--- src/rtl/touch_pad_reader.sv ---
// touch_pad_reader: debounces the two Fomu touch-pad pairs (active-low, pulled up)
// into a clean press state plus one-cycle press / release / long-press strobes.
// Each channel is independent: 2-flop synchronizer, 4-state debounce FSM,
// and (optionally) a saturating long-press counter.
// Optional feature macro: TOUCH_LONG_PRESS_EN builds the long-press counter;
// when it is undefined long_pulse is tied to 2'b00.
// Handshake: none; pad_n is a free-running asynchronous level, every output
// is a registered level or a single-cycle strobe with no back-pressure.
module touch_pad_reader #(
  parameter int DEBOUNCE_CYCLES = 480000,
  parameter int LONG_CYCLES     = 48000000
) (
  input  logic       clk,
  input  logic       rst,
  input  logic [1:0] pad_n,
  output logic [1:0] pressed,
  output logic [1:0] press_pulse,
  output logic [1:0] release_pulse,
  output logic [1:0] long_pulse
);

  // Debounce counter only needs to reach DEBOUNCE_CYCLES-1; keep at least 1 bit.
  localparam int DW = (DEBOUNCE_CYCLES > 1) ? $clog2(DEBOUNCE_CYCLES) : 1;
  localparam logic [DW-1:0] DLAST = DW'(DEBOUNCE_CYCLES - 1);

`ifdef TOUCH_LONG_PRESS_EN
  localparam int LW = (LONG_CYCLES > 1) ? $clog2(LONG_CYCLES) : 1;
  localparam logic [LW-1:0] LLAST = LW'(LONG_CYCLES - 1);
`endif

  localparam logic [1:0] ST_IDLE         = 2'd0;
  localparam logic [1:0] ST_PRESS_WAIT   = 2'd1;
  localparam logic [1:0] ST_HELD         = 2'd2;
  localparam logic [1:0] ST_RELEASE_WAIT = 2'd3;

  for (genvar i = 0; i < 2; i++) begin : g_ch
    logic          sync1_q;
    logic          s_q;
    logic [1:0]    state_q, state_d;
    logic [DW-1:0] dcnt_q, dcnt_d;
    logic          pressed_q, pressed_d;
    logic          pp_q, pp_d;
    logic          rp_q, rp_d;

    // Two-flop synchronizer; resets to the released level (1).
    always_ff @(posedge clk or posedge rst) begin
      if (rst) begin
        sync1_q <= 1'b1;
        s_q     <= 1'b1;
      end else begin
        sync1_q <= pad_n[i];
        s_q     <= sync1_q;
      end
    end

    // Debounce FSM next-state: a level must persist DEBOUNCE_CYCLES cycles in a WAIT state.
    always_comb begin
      state_d   = state_q;
      dcnt_d    = dcnt_q;
      pressed_d = pressed_q;
      pp_d      = 1'b0;
      rp_d      = 1'b0;
      case (state_q)
        ST_IDLE: begin
          if (!s_q) begin
            state_d = ST_PRESS_WAIT;
            dcnt_d  = '0;
          end
        end
        ST_PRESS_WAIT: begin
          if (s_q) begin
            state_d = ST_IDLE;
          end else if (dcnt_q == DLAST) begin
            state_d   = ST_HELD;
            pressed_d = 1'b1;
            pp_d      = 1'b1;
          end else begin
            dcnt_d = dcnt_q + DW'(1);
          end
        end
        ST_HELD: begin
          if (s_q) begin
            state_d = ST_RELEASE_WAIT;
            dcnt_d  = '0;
          end
        end
        ST_RELEASE_WAIT: begin
          if (!s_q) begin
            state_d = ST_HELD;
          end else if (dcnt_q == DLAST) begin
            state_d   = ST_IDLE;
            pressed_d = 1'b0;
            rp_d      = 1'b1;
          end else begin
            dcnt_d = dcnt_q + DW'(1);
          end
        end
        default: state_d = ST_IDLE;
      endcase
    end

    // FSM state, debounce counter and registered outputs.
    always_ff @(posedge clk or posedge rst) begin
      if (rst) begin
        state_q   <= ST_IDLE;
        dcnt_q    <= '0;
        pressed_q <= 1'b0;
        pp_q      <= 1'b0;
        rp_q      <= 1'b0;
      end else begin
        state_q   <= state_d;
        dcnt_q    <= dcnt_d;
        pressed_q <= pressed_d;
        pp_q      <= pp_d;
        rp_q      <= rp_d;
      end
    end

    assign pressed[i]       = pressed_q;
    assign press_pulse[i]   = pp_q;
    assign release_pulse[i] = rp_q;

`ifdef TOUCH_LONG_PRESS_EN
    logic [LW-1:0] lcnt_q, lcnt_d;
    logic          ldone_q, ldone_d;
    logic          lp_q, lp_d;

    // Long counter: runs only in HELD, saturates, frozen in RELEASE_WAIT, cleared on press accept.
    always_comb begin
      lcnt_d  = lcnt_q;
      ldone_d = ldone_q;
      lp_d    = 1'b0;
      if (state_q == ST_HELD) begin
        if (lcnt_q == LLAST) begin
          if (!ldone_q) begin
            lp_d    = 1'b1;
            ldone_d = 1'b1;
          end
        end else begin
          lcnt_d = lcnt_q + LW'(1);
        end
      end else if ((state_q == ST_PRESS_WAIT) && !s_q && (dcnt_q == DLAST)) begin
        lcnt_d  = '0;
        ldone_d = 1'b0;
      end
    end

    // Long counter registers and the one-shot long strobe.
    always_ff @(posedge clk or posedge rst) begin
      if (rst) begin
        lcnt_q  <= '0;
        ldone_q <= 1'b0;
        lp_q    <= 1'b0;
      end else begin
        lcnt_q  <= lcnt_d;
        ldone_q <= ldone_d;
        lp_q    <= lp_d;
      end
    end

    assign long_pulse[i] = lp_q;
`else
    assign long_pulse[i] = 1'b0;
`endif
  end

endmodule

--- config.mk ---
export PLATFORM = sky130hd
export DESIGN_NAME = touch_pad_reader
export DESIGN_NICKNAME = d
export VERILOG_FILES = /design/src/rtl/touch_pad_reader.sv
export SDC_FILE = /design/constraint.sdc
export NUM_CORES = 1
export LEC_CHECK = 0
export ABC_AREA = 0
export BUFFER_PORTS_ARGS = -buffer_cell sky130_fd_sc_hd__buf_4
export CAP_MARGIN = 10
export CELL_PAD_IN_SITES_DETAIL_PLACEMENT = 0
export CELL_PAD_IN_SITES_GLOBAL_PLACEMENT = 1
export CORE_UTILIZATION = 52
export CTS_CLUSTER_SIZE = 16
export DETAILED_ROUTE_END_ITERATION = 10
export PLACE_DENSITY_LB_ADDON = 0.1
export SETUP_SLACK_MARGIN = 0.5
export SYNTH_ARGS = -nofsm -noshare
export SYNTH_HDL_FRONTEND = slang
export SYNTH_SLANG_ARGS = --single-unit
--- constraint.sdc ---
create_clock -name clk -period 3.7 [get_ports clk]
set_input_delay 0.555 -clock clk [delete_from_list [all_inputs] [get_ports clk]]
set_output_delay 0.555 -clock clk [all_outputs]
set_load 0.01 [all_outputs]
==> impl_summary.log <==
INFO  metric maximum_single_stage_delay_on_the_critical_path = between 0.7 and 0.8 ns
INFO  metric ys_warn_count = 0
INFO  metric synth_top_area_cell = sky130_fd_sc_hd__dfrtp_1
INFO  metric post-route-period-util = 0.6055
INFO  metric start_kind = register
INFO  metric synth_seq_cells = 52
INFO  metric n_antenna_cell = 0
INFO  metric cts-hold-fix-buffers = 0
INFO  metric placeableCoreArea = 5608 um^2
INFO  metric dp_hpwl = between 4000 and 5000 um
INFO  metric drt-wirelength-per-cell = ~17 um
INFO  metric cp_cell_sequence = and4bb_2 -> nand3_2 -> o21ai_4 -> clkinv_1 -> a41o_1
INFO  metric reg2regPathDepth = 5
INFO  metric worst_setup_path_startpoint = g_ch[1].state_q[0]
INFO  metric netlist_top_cells_area = sky130_fd_sc_hd__dfrtp_1 (39%), sky130_fd_sc_hd__dfstp_2 (3.4%), sky130_fd_sc_hd__nand2_1 (3.3%), sky130_fd_sc_hd__mux2i_1 (3.3%), sky130_fd_sc_hd__a21oi_1 (2.6%)
INFO  metric clock_edge_transition_at_the_registers_on_the_reported_setup_and_hold_paths = approximately 0.10 ns
INFO  metric synthToLayoutAreaGrowth = 4.026%
INFO  metric htreeDepth = 2
INFO  metric netlist_area = between 3000 and 4000 um^2
INFO  metric synth_ff_type = sky130_fd_sc_hd__dfrtp_1
INFO  metric floorplan.die.height = a little under 80 um
INFO  metric post_drt_via_cell_ratio = between 6 and 7
INFO  metric floorplan.die.width = 78.92 um
INFO  metric r2r_setup_slack = 1.46 ns
INFO  metric crit_arrival = around 2.4 ns
INFO  metric first_global_vias = about 2300
INFO  metric io_pins = 12
INFO  metric drt_iter0_drc = roughly 210
INFO  metric power_density_normalized_to_cell_area = roughly 330 nW/um^2
INFO  metric mean_instance_size_in_the_synthesized_netlist = between 9 and 10 um^2
INFO  metric report.final.slew_viol_count = 0
INFO  metric initial_antenna_violation_count = 0
INFO  metric drive_gt1_frac = 0.1184
INFO  metric cts_made_buffers = 5
INFO  metric timing.final.hold_violations = 0
INFO  metric finalWorstPathRequiredPeriod = ~2.2 ns
INFO  metric synth-edff-count = 0
INFO  metric ir_worst_vdd = 0.2210 mV
INFO  metric grt_max_degree = 29
INFO  metric total_power = roughly 1.1 mW
INFO  metric synth_sequential_area_ratio = 0.4246
INFO  metric rr_endpoint = g_ch[1].dcnt_q[17]
INFO  metric cts_setup_buffers = 0
INFO  metric cts.path.max_buffers = 2
INFO  metric clock_tree.root_cell = sky130_fd_sc_hd__clkbuf_8
INFO  metric port_buffers = 9
INFO  metric fmaxAchievable = around 450 MHz
INFO  metric clock_latency = roughly 0.30 ns
INFO  metric gr-usage-all-layers = 0.2419
INFO  metric hold_path.class = in -> async
INFO  metric rows = 27
INFO  metric setup_viol_count_final = 0
INFO  metric yosysTopAreaCellShare = 0.3904
INFO  metric routed-via-count = between 2000 and 3000
INFO  metric crit-reg2reg-launch = g_ch[1].state_q[0]
INFO  metric run_status = complete, no violations
INFO  metric post_cts_resized = 0
INFO  metric tritoncts = yes
INFO  metric slew_headroom = 0.4351
INFO  metric cts.sink_count = 52
INFO  metric grt_first_pass_wirelength = 11830 um
INFO  metric gr-total-overflow = 0
INFO  metric ys_types = 67
INFO  metric synth-async-reset-ratio = 1.000
INFO  metric route.detailed.drc = 0
INFO  metric postRouteWirelength = about 6800 um
INFO  metric timing.critical_path.slowest_stage_cell = sky130_fd_sc_hd__dfrtp_1
INFO  metric nets = approximately 330
INFO  metric timing.critical_path.fanout_max = 21
INFO  metric maxCapViolations = 0
INFO  metric worst-slew-pin-transition = about 0.84 ns
INFO  metric worstSetupPathType = reg -> reg
INFO  metric post_synth_inst_count = about 330
INFO  metric crit_path_end_kind = register
INFO  metric antenna_left = 0
INFO  metric num-fill-cells = 529
INFO  metric start_util = 0.5486
INFO  metric final_weighted_congestion_of_routability_driven_global_placement = 0.8320
INFO  metric cellLeakagePower = roughly 1.3 nW
INFO  metric clock-skew-final = roughly 0.011 ns
INFO  metric worst_ep_required_time = 3.89 ns
INFO  metric drtPass1Iterations = 5
INFO  metric setup_repair_after_global_routing_missed_its_margin = no
INFO  metric die-area = just over 6000 um^2
INFO  metric finalSetupTns = 0 ns
## per-stage QoR
step                setup WS, ns  instances  hold slack, ns  instance area, um^2  utilization
floorplan                  1.884        326          0.3452                 3080            -
global placement           1.527        385          0.3483                 3110       0.5547
detailed placement         1.447        385          0.3509                 3110       0.5547
CTS                        1.441        393          0.3333                 3201       0.5707
global route               1.294        393          0.3357                 3201       0.5707
finish                     1.460        393          0.3063                 3201       0.5707
## worst max path at each step
stage | slack, ns | endpoint | cells after the start
after global placement | 1.53 | g_ch[1].dcnt_q[17] | 5
after detailed placement | 1.45 | g_ch[1].dcnt_q[9] | 5
final | 1.46 | g_ch[1].dcnt_q[17] | 5
after CTS | 1.44 | g_ch[1].dcnt_q[17] | 5
after floorplan | 1.88 | g_ch[1].dcnt_q[12] | 6
after global routing | 1.29 | g_ch[1].dcnt_q[9] | 5
## sequential cells by signal, summed over array words and instances, names as in the netlist, named ones only
name / flops
g_ch.dcnt_q: 38
g_ch.pressed_q: 2
g_ch.rp_q: 2
g_ch.state_q: 2
g_ch.s_q: 2
g_ch.pp_q: 2
g_ch.sync1_q: 2
## cell usage in the layout, fill, tap and decap left out, drive strengths merged, types with 4 or more instances in the layout
cell type	count
dfrtp	48
and3	7
o31ai	8
a41oi	4
nor3	13
inv	19
nand2	27
clkbuf	8
o211ai	6
a22o	4
mux2i	10
dfstp	4
nand4	14
a31oi	8
o22ai	4
a21oi	16
o2bb2ai	5
and4	4
buf	12
nor2	14
o21ai	11
nand3	15
nor4	12
## cells by family (layout without fill, tap and decap cells)
family          Yosys count  after routing  synth area share
other cells               1              2          0.001219
mux                      10             10           0.03253
fa+ha+maj                 2              2          0.008132
buf+inv                  46             41           0.07441
compound gates           87             87            0.2107
xor+xnor                  4              4           0.01139
simple gates            123            123            0.2371
flops                    52             52            0.4246
## Yosys cell counts (all sizes together), types with 5 or more instances
| cell | instances |
|---|---|
| clkbuf | 11 |
| o31ai | 8 |
| dfrtp | 48 |
| nand3 | 15 |
| nor2 | 14 |
| o211ai | 6 |
| o21ai | 11 |
| a21oi | 16 |
| o2bb2ai | 5 |
| mux2i | 10 |
| nor4 | 12 |
| buf | 13 |
| a31oi | 8 |
| and3 | 7 |
| nand2 | 27 |
| nand4 | 14 |
| inv | 19 |
| nor3 | 13 |
## critical path, delay by kind of cell, from the launching register on
family	cells	cell delay (ns)
simple gates	2	0.56
buf+inv	1	0.26
flops	1	0.77
compound gates	2	0.54
## layer usage
| metal | part of all wire | GRT usage | wire length (um) | up-vias |
|---|---|---|---|---|
| li1 | - | - | - | 1222 |
| met1 | 0.51 | 0.3823 | 3501 | 1235 |
| met2 | 0.43 | 0.3365 | 2939 | 71 |
| met3 | 0.051 | 0.04483 | 351 | 4 |
| met4 | 0.0064 | 0.05818 | 44 | 0 |
| met5 | 0 | 0 | 0 | - |
## report_power, final
part           internal (mW)  switching (mW)
Clock                  0.153           0.184
Combinational         0.0344          0.0513
Sequential             0.592          0.0424
## cell type report
class | count | area, um^2 | area share
clock buffers | 8 | 90.09 | 0.02815
inverters | 21 | 78.83 | 0.02463
flip-flops and latches | 52 | 1306 | 0.4081
repair buffers | 12 | 90.09 | 0.02815
multi-input cells | 228 | 1545 | 0.4828
well taps | 72 | 90.09 | 0.02815
Note: power is estimated with default switching activity, not from simulation.
